$ cat config.mk
export PLATFORM = sky130hd
export DESIGN_NAME = cpu_exec_ctrl
export DESIGN_NICKNAME = d
export VERILOG_FILES = /design/src/rtl/cpu_exec_ctrl.sv
export SDC_FILE = /design/constraint.sdc
export NUM_CORES = 1
export LEC_CHECK = 0
export ABC_CLOCK_PERIOD_IN_PS = 6000
export CORE_ASPECT_RATIO = 1.75
export CORE_MARGIN = 5
export CORE_UTILIZATION = 50
export DETAILED_ROUTE_END_ITERATION = 8
export GPL_ROUTABILITY_DRIVEN = 0
export PLACE_DENSITY_LB_ADDON = 0.2
export SKIP_LAST_GASP = 1
export SLEW_MARGIN = 20
export SYNTH_ARGS = -nofsm -noshare
export SYNTH_HDL_FRONTEND = slang
export SYNTH_SLANG_ARGS = --single-unit
$ cat constraint.sdc
create_clock -name i_clk -period 6 [get_ports i_clk]
set_input_delay 1.2 -clock i_clk [delete_from_list [all_inputs] [get_ports i_clk]]
set_output_delay 1.2 -clock i_clk [all_outputs]
set_load 0.05 [all_outputs]
$ cat src/rtl/cpu_exec_ctrl.sv
// cpu_exec_ctrl: execution/load controller for the single-cycle MIPS core.
// Accepts command bytes over a valid/ready link, loads program words into
// instruction memory, and runs or single-steps the CPU by gating the PC enable.
// Optional feature macro: BREAKPOINT_EN (adds a PC breakpoint while running).
module cpu_exec_ctrl #(
  parameter int NBITS = 32,
  parameter int ADDR_W = 10,
  parameter int CTRLNBITS = 6,
  parameter logic [CTRLNBITS-1:0] HALT_OPCODE = 6'b111111
) (
  input  logic              i_clk,
  input  logic              i_reset,
  input  logic [7:0]        i_cmd_data,
  input  logic              i_cmd_valid,
  output logic              o_cmd_ready,
  input  logic [NBITS-1:0]  i_instr,
  input  logic [NBITS-1:0]  i_pc,
`ifdef BREAKPOINT_EN
  input  logic [NBITS-1:0]  i_bp_addr,
  input  logic              i_bp_valid,
  output logic              o_bp_hit,
`endif
  output logic              o_pc_en,
  output logic              o_cpu_reset,
  output logic              o_imem_we,
  output logic [ADDR_W-1:0] o_imem_addr,
  output logic [NBITS-1:0]  o_imem_wdata,
  output logic              o_halted,
  output logic [2:0]        o_state,
  output logic [NBITS-1:0]  o_cycles
);

  typedef enum logic [2:0] {
    IDLE      = 3'd0,
    LOAD_CNT  = 3'd1,
    LOAD_DATA = 3'd2,
    WRITE     = 3'd3,
    RUN       = 3'd4,
    STEP      = 3'd5,
    HALT      = 3'd6,
    CLEAR     = 3'd7
  } state_t;

  localparam logic [7:0] CMD_LOAD  = 8'h4C;
  localparam logic [7:0] CMD_RUN   = 8'h52;
  localparam logic [7:0] CMD_STEP  = 8'h53;
  localparam logic [7:0] CMD_PAUSE = 8'h50;
  localparam logic [7:0] CMD_CLEAR = 8'h43;

  state_t              state_reg, state_next;
  logic [ADDR_W-1:0]   addr_reg;
  logic [1:0]          byte_idx_reg;
  logic [7:0]          count_reg;
  logic [7:0]          written_reg;
  logic [NBITS-1:0]    shift_reg;
  logic [NBITS-1:0]    cycles_reg;
  logic                accept;
  logic                halt_detect;
  logic                pc_en;

  // Only the opcode field of the fetched instruction matters here.
  logic unused_bits;
`ifdef BREAKPOINT_EN
  logic run_first_reg;
  logic bp_hit;
  assign unused_bits = ^i_instr[NBITS-CTRLNBITS-1:0];
`else
  assign unused_bits = ^{i_pc, i_instr[NBITS-CTRLNBITS-1:0]};
`endif

  assign halt_detect = (i_instr[NBITS-1:NBITS-CTRLNBITS] == HALT_OPCODE);
  assign accept      = i_cmd_valid & o_cmd_ready;

  // Next-state and combinational outputs; link and PC are held off during reset.
  always_comb begin
    state_next  = state_reg;
    pc_en       = 1'b0;
`ifdef BREAKPOINT_EN
    bp_hit      = 1'b0;
`endif
    o_cmd_ready = i_reset && (state_reg == IDLE || state_reg == LOAD_CNT ||
                              state_reg == LOAD_DATA || state_reg == RUN ||
                              state_reg == HALT);
    case (state_reg)
      IDLE: begin
        if (accept) begin
          case (i_cmd_data)
            CMD_LOAD:  state_next = LOAD_CNT;
            CMD_RUN:   state_next = RUN;
            CMD_STEP:  state_next = STEP;
            CMD_CLEAR: state_next = CLEAR;
            default:   state_next = IDLE;
          endcase
        end
      end
      LOAD_CNT: begin
        if (accept) state_next = (i_cmd_data == 8'd0) ? IDLE : LOAD_DATA;
      end
      LOAD_DATA: begin
        if (accept && byte_idx_reg == 2'd3) state_next = WRITE;
      end
      WRITE: begin
        state_next = (written_reg + 8'd1 == count_reg) ? CLEAR : LOAD_DATA;
      end
      RUN: begin
        if (halt_detect) begin
          state_next = HALT;
`ifdef BREAKPOINT_EN
        end else if (i_bp_valid && i_pc == i_bp_addr && !run_first_reg) begin
          bp_hit     = 1'b1;
          state_next = IDLE;
`endif
        end else begin
          pc_en = 1'b1;
          if (accept && i_cmd_data == CMD_PAUSE) state_next = IDLE;
        end
      end
      STEP: begin
        pc_en      = !halt_detect;
        state_next = halt_detect ? HALT : IDLE;
      end
      HALT: begin
        if (accept) begin
          if (i_cmd_data == CMD_CLEAR)     state_next = CLEAR;
          else if (i_cmd_data == CMD_LOAD) state_next = LOAD_CNT;
        end
      end
      CLEAR: state_next = IDLE;
      default: state_next = IDLE;
    endcase
  end

  // State, load datapath and executed-cycle counter registers.
  always_ff @(posedge i_clk) begin
    if (!i_reset) begin
      state_reg    <= IDLE;
      addr_reg     <= '0;
      byte_idx_reg <= '0;
      count_reg    <= '0;
      written_reg  <= '0;
      shift_reg    <= '0;
      cycles_reg   <= '0;
    end else begin
      state_reg <= state_next;
      case (state_reg)
        LOAD_CNT: begin
          if (accept && i_cmd_data != 8'd0) begin
            count_reg    <= i_cmd_data;
            addr_reg     <= '0;
            byte_idx_reg <= '0;
            written_reg  <= '0;
          end
        end
        LOAD_DATA: begin
          if (accept) begin
            shift_reg    <= {shift_reg[NBITS-9:0], i_cmd_data};
            byte_idx_reg <= byte_idx_reg + 2'd1;
          end
        end
        WRITE: begin
          addr_reg    <= addr_reg + 1'b1;
          written_reg <= written_reg + 8'd1;
        end
        default: ;
      endcase
      if (state_reg == CLEAR)
        cycles_reg <= '0;
      else if (pc_en && cycles_reg != {NBITS{1'b1}})
        cycles_reg <= cycles_reg + 1'b1;
    end
  end

`ifdef BREAKPOINT_EN
  // Marks the first RUN cycle so a resume steps past the breakpoint address.
  always_ff @(posedge i_clk) begin
    if (!i_reset) run_first_reg <= 1'b0;
    else          run_first_reg <= (state_reg != RUN);
  end
  assign o_bp_hit = bp_hit && i_reset;
`endif

  assign o_pc_en      = pc_en && i_reset;
  assign o_cpu_reset  = !i_reset || state_reg == LOAD_CNT || state_reg == LOAD_DATA ||
                        state_reg == WRITE || state_reg == CLEAR;
  assign o_imem_we    = i_reset && (state_reg == WRITE);
  assign o_imem_addr  = addr_reg;
  assign o_imem_wdata = shift_reg;
  assign o_halted     = (state_reg == HALT);
  assign o_state      = state_reg;
  assign o_cycles     = cycles_reg;

endmodule

==> impl_metrics.py <==
metrics = {
    "outcome": {
        "status": "finished, final reports clean",
    },
    "finish": {
        "multi_input_area_um2": 2641,
        "layout.nets": 764,
        "n_fill_cell": 795,
        "area_delta_synth_final_pct": 28.96,
        "drive_gt1_frac": 0.05797,
        "diodes": 0,
        "seq_area_um2": 1902,
    },
    "floorplanning": {
        "core-area_um2": 9350,
        "die_x_um": 83.40,
        "dieArea_um2": 11550,
        "die_h_um": 138.4,
        "rows": 47,
        "ios": 157,
        "initial_utilization": 0.5041,
    },
    "global_routing": {
        "overflow": 0,
        "first_global_vias": 4717,
        "grt_first_pass_wirelength_mm": 22.26,
        "grt_max_degree": 52,
        "antenna_found_initial": 0,
        "groute.usage.overall": 0.2341,
    },
    "sta": {
        "max_freq_ghz": 0.2289,
        "slew_headroom": 0.4797,
        "finalMaxSlewViolations": 0,
        "finalSetupTns_ns": 0,
        "finClkSkew_ns": 0.006863,
        "whs_ns": 0.4573,
        "rsz0062_at_grt": "no",
        "setup_viol": 0,
        "finalCritPeriodShare": 0.7281,
        "worst_slew_pin_slew_ns": 0.7747,
        "hold_violations": 0,
        "min_period_ns": 4.368,
    },
    "logic_synthesis": {
        "netlist.area_leader.share": 0.4035,
        "synth_most_common_cell": "nand2_1",
        "synth_ff_type": "dfxtp_1",
        "asyncSetResetFlopFracSynth": 0,
        "yosys_warnings": 0,
        "synth.avg_cell_area_um2": 7.739,
        "ys_ff_latch": 95,
        "yosysUniqueCellTypes": 54,
        "synthCells": 609,
        "syn-cell-area_um2": 4713,
        "ys_top_cells_by_area": "dfxtp_1, a21oi_1, nand2_1",
        "synth_top_cell_by_area": "dfxtp_1",
        "synth_edf_count": 0,
        "yosys-top-cells-count": "nand2_1, dfxtp_1, a21oi_1",
        "yosysSeqAreaShare": 0.4035,
        "synth_nets": 688,
    },
    "cts": {
        "cts_made_buffers": 9,
        "cts_num_sinks": 95,
        "cts_tree": "done",
        "ctsLongestPathBuffers": 2,
        "cts_root_buf": "clkbuf_16",
        "post_cts_buffers": 0,
        "worst_skew_pair.late_latency_ns": 0.35,
        "holdBufCountCts": 0,
        "cts-resized-gates": 0,
        "clkTransAtPathRegs_ns": 0.08,
        "h-tree-depth": 3,
    },
    "pwr": {
        "power_density_nw_per_um2": 277.1,
        "peakVddDrop_mv": 0.2303,
        "leakagePower_nw": 2.024,
    },
    "placement": {
        "io_buffers": 98,
        "hpwlAfterDp_mm": 9.867,
    },
    "routing": {
        "drt-total-wl_mm": 13.61,
        "drt_first_pass_iters": 5,
        "dr.first_iter.drc_count": 363,
        "drt-vias-per-instance": 6.044,
        "drc": 0,
        "vias": 4908,
        "final_antenna_net_count": 0,
        "wl_per_cell_um": 16.76,
    },
    "worst_setup_path": {
        "crit_family": "buffers and inverters",
        "crit_arrival_ns": 3.17,
        "start_kind": "primary input",
        "cpMostUsedCell": "clkdlybuf4s50_1",
        "crit_fanout": 12,
        "critPathCaptureType": "output port",
        "path_buf_inv": 3,
        "path_class": "in2out",
        "crit_required_ns": 4.80,
        "max_stage_delay_ns": 0.84,
        "worstPathCellList": "clkdlybuf4s50_1 -> inv_2 -> nor2_1 -> clkdlybuf4s50_1",
        "cp_slowest_cell": "clkdlybuf4s50_1",
    },
    "run": {
        "drv_cap": 0,
    },
    "worst_hold_path": {
        "hp-class": "reg2reg",
    },
}
==> power breakdown <==
part	internal [mW]	switching, mW	leakage (nW)
combinational	0.121	0.248	1.10
clock	0.338	0.280	0.159
sequential	0.650	0.0470	0.766
total	1.11	0.575	2.02
==> final timing paths <==
check        slack, ns                     startpoint  depth (start not counted)                            end
max               1.63                        i_reset                          4                        o_pc_en
min               0.46  o_imem_wdata[27]$_SDFFE_PN0P_                          2  o_imem_wdata[27]$_SDFFE_PN0P_
max reg2reg       3.32      o_cycles[18]$_SDFFE_PP0P_                          6       o_cycles[8]$_SDFFE_PP0P_
min reg2reg       0.46  o_imem_wdata[27]$_SDFFE_PN0P_                          2  o_imem_wdata[27]$_SDFFE_PN0P_
==> metal layers <==
layer	share of wire	vias up	wire length (um)	global-route usage
li1	-	2354	-	-
met2	0.55	182	7497	0.4420
met5	0	-	0	0
met4	0.035	0	482	0.1171
met3	0.058	42	784	0.05357
met1	0.36	2330	4848	0.2347
==> logic make-up after synthesis <==
kind of cell,after synthesis,synth area share
AND/OR/NAND/NOR,288,0.3140
AO/OA/AOI/OAI,152,0.1856
flip-flops,95,0.4035
buffers and inverters,47,0.04062
XOR/XNOR,13,0.02416
multiplexers,10,0.02150
adder cells (fa/ha/maj),4,0.01062
==> cell type report <==
type	count	area share
clock buffers	9	0.03705
clock inverters	7	0.01606
inverters	7	0.004323
multi-input cells	467	0.4345
flip-flops and latches	95	0.3129
well taps	122	0.02511
repair buffers	105	0.1700
==> worst register-to-register path, cell delays in order (launching register included) <==
cell	delay (ns)
dfxtp_1	0.47
and4_1	0.34
nand3_1	0.36
nor4_4	0.80
buf_4	0.36
or4b_2	0.17
a21oi_1	0.06
==> cell usage in the layout (no fill, tap or decap), drive strengths merged, types with 5 or more instances in the layout <==
cell type,instances
and3,7
buf,7
mux2i,9
clkbuf,9
dfxtp,95
nand3,34
nand4,14
nor2,44
nor4,5
o21ai,33
xnor2,7
nor3,13
or4,19
or3,21
and4,6
inv,11
a21oi,79
clkdlybuf4s50,98
xor2,6
nand2,97
o31ai,13
and2,5
nand3b,6
==> per-stage QoR <==
stage / instances / util / total power, mW / setup slack, ns / cell area (um^2)
after global placement: 796 / 0.6145 / 1.064 / 1.624 / 5746
after floorplan: 609 / - / 0.9573 / 2.273 / 4713
after detailed placement: 796 / 0.6154 / 1.075 / 1.650 / 5754
after global routing: 812 / 0.6501 / 1.755 / 1.521 / 6078
final: 812 / 0.6501 / 1.684 / 1.632 / 6078
after CTS: 812 / 0.6499 / 1.688 / 1.635 / 6077
(Power assumes the default switching activity.)
